==> config.mk <==
export PLATFORM = sky130hd
export DESIGN_NAME = md_issue_ctrl_flat
export DESIGN_NICKNAME = d
export VERILOG_FILES = /design/src/rtl/md_pkg.sv /design/src/rtl/md_issue_ctrl_if.sv /design/src/rtl/md_decode.sv /design/src/rtl/md_issue_ctrl.sv /design/src/flat_wrapper.sv
export SDC_FILE = /design/constraint.sdc
export NUM_CORES = 1
export LEC_CHECK = 0
export CORE_ASPECT_RATIO = 1.25
export CORE_MARGIN = 8
export CORE_UTILIZATION = 35
export DETAILED_ROUTE_END_ITERATION = 10
export PLACE_DENSITY = 0.88
export SLEW_MARGIN = 10
export SYNTH_ARGS = -nofsm -noshare
export SYNTH_HDL_FRONTEND = slang
export SYNTH_SLANG_ARGS = --single-unit
==> constraint.sdc <==
create_clock -name clk -period 4.9 [get_ports clk]
set_input_delay 1.47 -clock clk [delete_from_list [all_inputs] [get_ports clk]]
set_output_delay 1.47 -clock clk [all_outputs]
set_load 0.1 [all_outputs]
==> src/rtl/md_pkg.sv <==
// md_pkg: shared op/mf encodings, MIPS opcode/funct constants and latency defaults
package md_pkg;
    localparam logic [3:0] MD_NONE  = 4'd0;
    localparam logic [3:0] MD_MULT  = 4'd1;
    localparam logic [3:0] MD_MULTU = 4'd2;
    localparam logic [3:0] MD_DIV   = 4'd3;
    localparam logic [3:0] MD_DIVU  = 4'd4;
    localparam logic [3:0] MD_MTHI  = 4'd5;
    localparam logic [3:0] MD_MTLO  = 4'd6;
    localparam logic [3:0] MD_MADDU = 4'd7;
    localparam logic [3:0] MD_MSUBU = 4'd8;

    localparam logic [1:0] MF_NONE = 2'b00;
    localparam logic [1:0] MF_HI   = 2'b01;
    localparam logic [1:0] MF_LO   = 2'b10;

    localparam logic [5:0] OPC_SPECIAL  = 6'b000000;
    localparam logic [5:0] OPC_SPECIAL2 = 6'b011100;

    localparam logic [5:0] FN_MULT  = 6'b011000;
    localparam logic [5:0] FN_MULTU = 6'b011001;
    localparam logic [5:0] FN_DIV   = 6'b011010;
    localparam logic [5:0] FN_DIVU  = 6'b011011;
    localparam logic [5:0] FN_MTHI  = 6'b010001;
    localparam logic [5:0] FN_MTLO  = 6'b010011;
    localparam logic [5:0] FN_MFHI  = 6'b010000;
    localparam logic [5:0] FN_MFLO  = 6'b010010;
    localparam logic [5:0] FN_MADDU = 6'b000001;
    localparam logic [5:0] FN_MSUBU = 6'b000101;

    localparam int MUL_LAT_DEF = 5;
    localparam int DIV_LAT_DEF = 10;
endpackage

==> src/rtl/md_issue_ctrl_if.sv <==
// md_issue_ctrl_if: D-stage inputs and E-stage/hazard outputs of the muldiv issue controller
interface md_issue_ctrl_if;
    logic [31:0] instr_d;
    logic        stall_other_i;
    logic        md_busy_i;
    logic [3:0]  md_op_e;
    logic        md_start_e;
    logic [1:0]  mf_sel_e;
    logic        stall_md;
    logic        mismatch_o;

    modport master (
        output instr_d, stall_other_i, md_busy_i,
        input  md_op_e, md_start_e, mf_sel_e, stall_md, mismatch_o
    );
    modport slave (
        input  instr_d, stall_other_i, md_busy_i,
        output md_op_e, md_start_e, mf_sel_e, stall_md, mismatch_o
    );
endinterface

==> src/rtl/md_decode.sv <==
// md_decode: maps a D-stage instruction to its muldiv op, HI/LO read select and md_d flag
module md_decode
    import md_pkg::*;
(
    input  logic [31:0] instr_i,
    output logic [3:0]  op_o,
    output logic [1:0]  mf_sel_o,
    output logic        md_d_o
);
    logic [5:0] opc, fn;
    logic       unused_fields;

    assign opc = instr_i[31:26];
    assign fn  = instr_i[5:0];
    assign unused_fields = ^instr_i[25:6];

    always_comb begin
        op_o     = MD_NONE;
        mf_sel_o = MF_NONE;
        if (opc == OPC_SPECIAL) begin
            case (fn)
                FN_MULT:  op_o = MD_MULT;
                FN_MULTU: op_o = MD_MULTU;
                FN_DIV:   op_o = MD_DIV;
                FN_DIVU:  op_o = MD_DIVU;
                FN_MTHI:  op_o = MD_MTHI;
                FN_MTLO:  op_o = MD_MTLO;
                FN_MFHI:  mf_sel_o = MF_HI;
                FN_MFLO:  mf_sel_o = MF_LO;
                default:  op_o = MD_NONE;
            endcase
        end else if (opc == OPC_SPECIAL2) begin
            op_o = (fn == FN_MADDU) ? MD_MADDU : (fn == FN_MSUBU) ? MD_MSUBU : MD_NONE;
        end
    end

    assign md_d_o = (op_o != MD_NONE) | (mf_sel_o != MF_NONE);
endmodule

==> src/rtl/md_issue_ctrl.sv <==
// md_issue_ctrl: registers decoded muldiv ops into E, shadows unit latency and
// stalls D-stage HI/LO instructions that would collide with a running op.
module md_issue_ctrl
    import md_pkg::*;
#(
    parameter int MUL_LAT = MUL_LAT_DEF,
    parameter int DIV_LAT = DIV_LAT_DEF
) (
    input logic           clk,
    input logic           reset,
    md_issue_ctrl_if.slave bus
);
    logic [3:0] op_d, op_e_q, cnt_q, cnt_d;
    logic [1:0] mf_d, mf_e_q;
    logic       md_d, start_prev_q, mismatch_q, is_mul, is_div;

    md_decode u_decode (
        .instr_i  (bus.instr_d),
        .op_o     (op_d),
        .mf_sel_o (mf_d),
        .md_d_o   (md_d)
    );

    assign is_mul = (op_e_q == MD_MULT) | (op_e_q == MD_MULTU);
    assign is_div = (op_e_q == MD_DIV) | (op_e_q == MD_DIVU);

    assign bus.md_op_e    = op_e_q;
    assign bus.mf_sel_e   = mf_e_q;
    assign bus.md_start_e = is_mul | is_div;
    assign bus.mismatch_o = mismatch_q;
    // one cycle conservative: blocks while the start is still sitting in E
    assign bus.stall_md   = md_d & (bus.md_start_e | (cnt_q != 4'd0));

    always_comb
        cnt_d = is_mul ? 4'(MUL_LAT) : is_div ? 4'(DIV_LAT) : cnt_q - 4'(cnt_q != 4'd0);

    always_ff @(posedge clk) begin
        if (reset) begin
            op_e_q       <= MD_NONE;
            mf_e_q       <= MF_NONE;
            cnt_q        <= 4'd0;
            start_prev_q <= 1'b0;
            mismatch_q   <= 1'b0;
        end else begin
            op_e_q       <= (bus.stall_md | bus.stall_other_i) ? MD_NONE : op_d;
            mf_e_q       <= (bus.stall_md | bus.stall_other_i) ? MF_NONE : mf_d;
            cnt_q        <= cnt_d;
            start_prev_q <= bus.md_start_e;
            mismatch_q   <= mismatch_q | (bus.md_busy_i & (cnt_q == 4'd0) & ~start_prev_q);
        end
    end
endmodule

==> src/flat_wrapper.sv <==
// flat-port wrapper written by rule: the top's interface ports become plain ports
module md_issue_ctrl_flat import md_pkg::*;
#(
    parameter int MUL_LAT = MUL_LAT_DEF,
    parameter int DIV_LAT = DIV_LAT_DEF
)
  (clk, reset, bus_instr_d, bus_stall_other_i, bus_md_busy_i, bus_md_op_e, bus_md_start_e, bus_mf_sel_e, bus_stall_md, bus_mismatch_o);
  md_issue_ctrl_if bus_i ();
  input logic clk;
  input logic reset;
  input wire logic [$bits(bus_i.instr_d)-1:0] bus_instr_d;
  input wire logic [$bits(bus_i.stall_other_i)-1:0] bus_stall_other_i;
  input wire logic [$bits(bus_i.md_busy_i)-1:0] bus_md_busy_i;
  output wire logic [$bits(bus_i.md_op_e)-1:0] bus_md_op_e;
  output wire logic [$bits(bus_i.md_start_e)-1:0] bus_md_start_e;
  output wire logic [$bits(bus_i.mf_sel_e)-1:0] bus_mf_sel_e;
  output wire logic [$bits(bus_i.stall_md)-1:0] bus_stall_md;
  output wire logic [$bits(bus_i.mismatch_o)-1:0] bus_mismatch_o;
  assign bus_i.instr_d = bus_instr_d;
  assign bus_i.stall_other_i = bus_stall_other_i;
  assign bus_i.md_busy_i = bus_md_busy_i;
  assign bus_md_op_e = bus_i.md_op_e;
  assign bus_md_start_e = bus_i.md_start_e;
  assign bus_mf_sel_e = bus_i.mf_sel_e;
  assign bus_stall_md = bus_i.stall_md;
  assign bus_mismatch_o = bus_i.mismatch_o;
  md_issue_ctrl #(.MUL_LAT(MUL_LAT), .DIV_LAT(DIV_LAT)) u_core (.clk(clk), .reset(reset), .bus(bus_i));
endmodule
# Word-level counts from Yosys, hierarchy flattened
# Index checks and enable logic that the tools add are counted.
[word_totals] memories=0 romBits=0 latchBits=0 output_inout_bits=9 register_bits=12 mem_bits_rw=0
[classes] n_lt_le_gt_ge=0 bitwise_logic=11 mul=0 n_shift=0 div=0 add_sub_neg=1 n_reduce_logical=7 n_eq_ne=15 muxes=9
[op_table] cell="$eq A6 B5 Y1 const B" count=9
[op_table] cell="$mux W4" count=5
[op_table] cell="$pmux W3 S6" count=1
[op_table] cell="$eq A4 B2 Y1 const B" count=2
[op_table] cell="$reduce_bool A4 Y1" count=2
[op_table] cell="$or A1 B1 Y1" count=7
[op_table] cell="$eq A6 B1 Y1 const B" count=1
[op_table] cell="$eq A6 B3 Y1 const B" count=1
[op_table] cell="$logic_not A6 Y1" count=1
[op_table] cell="$eq A4 B1 Y1 const B" count=1
[op_table] cell="$eq A4 B3 Y1 const B" count=1
[op_table] cell="$logic_not A4 Y1" count=1
[op_table] cell="$pmux W2 S2" count=1
[op_table] cell="$reduce_or A2 Y1" count=2
[op_table] cell="$sub A4 B1 Y4" count=1
[op_table] cell="$and A1 B1 Y1" count=3
[op_table] cell="$mux W3" count=1
[op_table] cell="$mux W2" count=1
[op_table] cell="$reduce_bool A2 Y1" count=1
[op_table] cell="$not A1 Y1" count=1

# Longest topological paths before layout
[depth] depth_word=10 mapped_depth=6 depth_no_buf=6

# Modules after synthesis
# Synthesis repeated with hierarchy kept, for this count alone.
[hier_totals] hier_cells=82 hier_area_um2=716.9
[modules_own_cells] module="md_issue_ctrl" seq_area_each_um2=240.2 n_inst=1 cells_each=54 area_each_um2=518.0
[modules_own_cells] module="md_decode" seq_area_each_um2=0.0 n_inst=1 cells_each=28 area_each_um2=198.9

# Worst setup path after synthesis
# Ideal clock, no wire load.
[synth_timing] path_type="reg2out" start="register u_core.op_e_q[2], in the netlist u_core.bus.md_op_e[2]" end="output port bus_stall_md" path_slack_ns=-0.277 path_stages_with_launch=4 n_path_buf=0 t_required_ns=3.430 arrival_time_ns=3.707 path_cell_list="dfxtp_1 -> or3b_2 -> a21oi_1 -> o22a_2"
[synth_between] elab_chain_cells=5 elab_cells_between_ends=9
[synth_lines] item="start: declaration" line_no="md_issue_ctrl.sv:13" source="logic [3:0] op_d, op_e_q, cnt_q, cnt_d;"
[synth_lines] item="start signal: assignment" line_no="md_issue_ctrl.sv:45" source="op_e_q <= (bus.stall_md | bus.stall_other_i) ? MD_NONE : op_d;"
[synth_lines] item="$eq A4 B1 Y1 (tied with other cells)" line_no="md_issue_ctrl.sv:24" source="assign is_mul = (op_e_q == MD_MULT) | (op_e_q == MD_MULTU);"
[synth_lines] item="$or A1 B1 Y1, on equally long branches" line_no="md_issue_ctrl.sv:24, md_issue_ctrl.sv:25"
[synth_lines] item="$or A1 B1 Y1 (*)" line_no="md_issue_ctrl.sv:29" source="assign bus.md_start_e = is_mul | is_div;"
[synth_lines] item="net bus_md_start_e" line_no="flat_wrapper.sv:15" source="output wire logic [$bits(bus_i.md_start_e)-1:0] bus_md_start_e;"
[synth_lines] item="$or A1 B1 Y1 (*)" line_no="md_issue_ctrl.sv:32" source="assign bus.stall_md = md_d & (bus.md_start_e | (cnt_q != 4'd0));"
[synth_lines] item="$and A1 B1 Y1 (*)" line_no="md_issue_ctrl.sv:32"
[synth_lines] item="end: declaration" line_no="flat_wrapper.sv:17" source="output wire logic [$bits(bus_i.stall_md)-1:0] bus_stall_md;"
# Mark *: on every way through the listed nets, which the timed path passes. The rest lies on a longest branch.

# Worst setup path after layout
[layout_timing] start="input port bus_instr_d[27]" end="output port bus_stall_md"
[layout_between] elab_chain_cells=6 elab_cells_between_ends=9
[layout_lines] item="start: declaration" line_no="flat_wrapper.sv:11" source="input wire logic [$bits(bus_i.instr_d)-1:0] bus_instr_d;"
[layout_lines] item="$eq A6 B5 Y1" line_no="md_decode.sv:32" source="end else if (opc == OPC_SPECIAL2) begin"
[layout_lines] item="$mux W4" line_no="md_decode.sv:32"
[layout_lines] item="$mux W4" line_no="md_decode.sv:20" source="if (opc == OPC_SPECIAL) begin"
[layout_lines] item="$reduce_bool A4 Y1" line_no="md_decode.sv:37" source="assign md_d_o = (op_o != MD_NONE) | (mf_sel_o != MF_NONE);"
[layout_lines] item="$or A1 B1 Y1 (*)" line_no="md_decode.sv:37"
[layout_lines] item="$and A1 B1 Y1 (*)" line_no="md_issue_ctrl.sv:32"
# Every way passes the cells marked *; elsewhere a longest branch is shown, timed or not.

==> impl_metrics.py <==
metrics = {
    "drt": {
        "ant_nets": 0,
        "num_vias": 585,
        "post_drt_wl_per_cell_um": 12.31,
        "drt_wl_total_mm": 1.403,
        "viasPerCell": 5.132,
        "drt_iter0_markers": 4,
        "first_pass_iters": 3,
        "drc": 0,
    },
    "synth": {
        "syn_nets": 103,
        "yosysUniqueCellTypes": 29,
        "yosysTopAreaCellShare_pct": 40.51,
        "synth-seq-cells": 12,
        "synthCells": 65,
        "synth_area_leaders": "dfxtp_1 (41%), a21oi_1 (6.8%), nor2_1 (4.4%)",
        "synth_area_sq_um": 593.1,
        "ys_seq_area_share_pct": 40.51,
        "ys_warn_count": 0,
        "synth_top_area_cell": "dfxtp_1",
        "syn_area_per_cell_sq_um": 9.124,
    },
    "die": {
        "row_count": 16,
        "initial_core_util_pct": 37.50,
        "die_width_um": 52.82,
        "die_height_um": 62.03,
        "io-pin-count": 45,
        "core_area_sq_um": 1582,
        "die-area_sq_um": 3276,
    },
    "worst_setup_path": {
        "endpoint": "bus_stall_md",
        "path_class": "in2out",
        "reg2regPathDepth": 3,
        "cp-start-kind": "input pin",
        "cp_max_fo": 2,
        "reg2reg_from": "u_core.cnt_q[0]$_SDFF_PP0_",
        "regToRegSetupSlack_ns": 3.03,
        "r2r-end": "u_core.bus.mf_sel_e[0]$_SDFF_PP0_",
        "crit_arrival_ns": 3.20,
        "crit_start": "bus_instr_d[27]",
        "crit_cells": 5,
        "path_cells": "clkdlybuf4s50_1 > or4_1 > nor4_1 > o22a_2 > buf_12",
        "max_stage_delay_ns": 0.54,
        "crit_buf_inv": 2,
        "end_kind": "output pin",
        "cp_top_family": "simple AND/OR/NAND/NOR gates",
        "slowest_stage": "or4_1",
        "required_ns": 3.43,
    },
    "global_routing": {
        "globalRouteMet1Util_pct": 8.595,
        "grt_pass1_wl_mm": 2.311,
        "grt_pass1_vias": 581,
        "grt.overflow.total": 0,
        "grtUsageTotal_pct": 9.257,
        "grt_use_met2_pct": 15.77,
        "grt_max_degree": 8,
        "antenna_found_initial": 0,
        "grt_busiest_layer": "met2",
        "grtUsageMet3_pct": 4.762,
    },
    "finish": {
        "final_core_util_pct": 58.70,
        "fin_nets": 135,
        "area_growth_pct": 56.54,
        "diodes": 0,
        "drive_above_1_share_pct": 18.75,
    },
    "timing": {
        "tns_ns": 0,
        "post-route-min-period_ns": 4.668,
        "maxSlewViolCount": 0,
        "fin_skew_ns": 0.006058,
        "worst_slew_pin_slew_ns": 0.9854,
        "setup_violations": 0,
        "slew_headroom_pct": 34.10,
        "hold_viol": 0,
        "max_freq_ghz": 0.2142,
        "timing.final.crit_share_pct": 95.27,
        "grt_setup_unrepaired": "false",
    },
    "clock_network": {
        "cts_tree": "yes",
        "clock_path_buffers": 2,
        "cts_buffers": 3,
        "root_buffer": "clkbuf_4",
        "worstSkewPairLatency_ns": 0.27,
        "ctsResizeCount": 0,
        "hold_buffers": 0,
        "cts.sinks": 12,
        "clk_pin_slew_worst_paths_ns": 0.08,
        "htreeDepth": 1,
        "cts_setup_buffers": 0,
    },
    "flow_run": {
        "maxCapViolations": 0,
    },
    "power": {
        "powerDensity_nw_per_um2": 357.0,
        "p_switching_uw": 109.3,
        "sw_frac_of_total_pct": 32.97,
        "power_frac_comb_pct": 39.3,
        "p_clk_share_pct": 23.6,
        "peakVddDrop_v": 0.0001746,
        "power_uw": 331.4,
        "leakage_uw": 0.0003368,
        "pwr-share-seq_pct": 37.0,
        "p_int_uw": 222.1,
    },
    "place": {
        "place.gp.congestion": 0.7424,
        "portBuffers": 24,
    },
    "worst_hold_path": {
        "hp-class": "reg2reg",
    },
    "status": {
        "status": "completed",
    },
}
[per-stage QoR]
step	hold WS, ns	setup WS (ns)	cell area, sq um	std cells
after floorplan	0.4803	0.3567	596.8	65
after global placement	0.4555	0.2522	892.1	110
after detailed placement	0.4886	0.2094	892.1	110
after CTS	0.5067	0.2101	928.4	114
after global routing	0.5242	0.1202	928.4	114
final	0.4926	0.2320	928.4	114
[cells by family (layout without fill, tap and decap cells)]
logic type | count (synthesis) | count (layout) | share of synthesized area [%]
flops | 12 | 12 | 40.51
xor+xnor | 2 | 2 | 2.954
buf+inv | 4 | 35 | 2.742
compound gates | 14 | 14 | 14.13
fa+ha+maj | 2 | 2 | 4.219
simple gates | 30 | 30 | 33.54
mux | 1 | 1 | 1.899
[cells in the mapped netlist]
cell type   n
nor2b_1     1
o21bai_1    1
a31oi_1     1
or3b_2      1
mux2_2      1
o21ai_0     1
dfxtp_1    12
nand3b_1    1
o22a_2      1
nor4_4      1
or4bb_1     1
or4_1       2
nor2_1      7
xor2_1      1
nor3_2      1
inv_1       3
or4_4       1
nand3_1     1
a21oi_1     8
buf_2       1
xnor2_1     1
a211oi_1    2
nand2_1     4
or4b_2      1
nand2b_1    4
nor3b_1     2
nor3_1      1
ha_1        2
nor4_1      1
[flip-flops by register name, indices dropped and copies added (netlist names)]
register / count
u_core.start_prev_q: 1
u_core.bus.mf_sel_e: 2
u_core.bus.md_op_e: 4
u_core.bus.mismatch_o: 1
u_core.cnt_q: 4
[tightest hold or removal path, cell delays in order, from the launching register on]
cell and delay [ns]:
dfxtp_1 0.34, nor2_1 0.05, nor2_1 0.07
[cell type report]
class	instances	area [sq um]
flip-flops and latches	12	240.2
repair buffers	28	277.8
fillers	152	653.1
well taps	18	22.52
multi-input cells	49	340.3
clock buffers	4	36.28
inverters	3	11.26
[worst min-delay path by stage]
| stage | startpoint | to | slack [ns] | cells after the start |
|---|---|---|---|---|
| finish | u_core.bus.mismatch_o$_SDFF_PP0_ | u_core.bus.mismatch_o$_SDFF_PP0_ | 0.49 | 2 |
| global route | u_core.bus.mismatch_o$_SDFF_PP0_ | u_core.bus.mismatch_o$_SDFF_PP0_ | 0.52 | 2 |
| CTS | u_core.bus.mismatch_o$_SDFF_PP0_ | u_core.bus.mismatch_o$_SDFF_PP0_ | 0.51 | 2 |
| detailed placement | u_core.bus.mismatch_o$_SDFF_PP0_ | u_core.bus.mismatch_o$_SDFF_PP0_ | 0.49 | 2 |
| global placement | u_core.bus.mismatch_o$_SDFF_PP0_ | u_core.bus.mismatch_o$_SDFF_PP0_ | 0.46 | 2 |
| floorplan | u_core.start_prev_q$_SDFF_PP0_ | u_core.bus.mismatch_o$_SDFF_PP0_ | 0.48 | 3 |
[layer usage]
layer / up-vias / share of wire [%]
li1: 298 / -
met1: 261 / 37
met2: 22 / 49
met3: 4 / 11
met4: 0 / 2.2
met5: - / 0
[placed cells by master (no fill, tap or decap), drive strengths merged, types with 2 or more instances in the layout]
| master | count |
|---|---|
| nand2b | 4 |
| inv | 3 |
| nor3 | 2 |
| nor2 | 7 |
| clkdlybuf4s50 | 22 |
| nor4 | 2 |
| a21oi | 8 |
| a211oi | 2 |
| buf | 6 |
| dfxtp | 12 |
| nor3b | 2 |
| or4 | 3 |
| ha | 2 |
| clkbuf | 4 |
| nand2 | 4 |
[power by group through the flow]
stage,Sequential (uW),Clock [uW],Combinational [uW]
after global routing,125,83.0,144
after CTS,123,78.6,133
after detailed placement,125,0,131
after global placement,124,0,126
after floorplan,141,0,80.0
final,123,78.3,130
(Power assumes the default switching activity.)
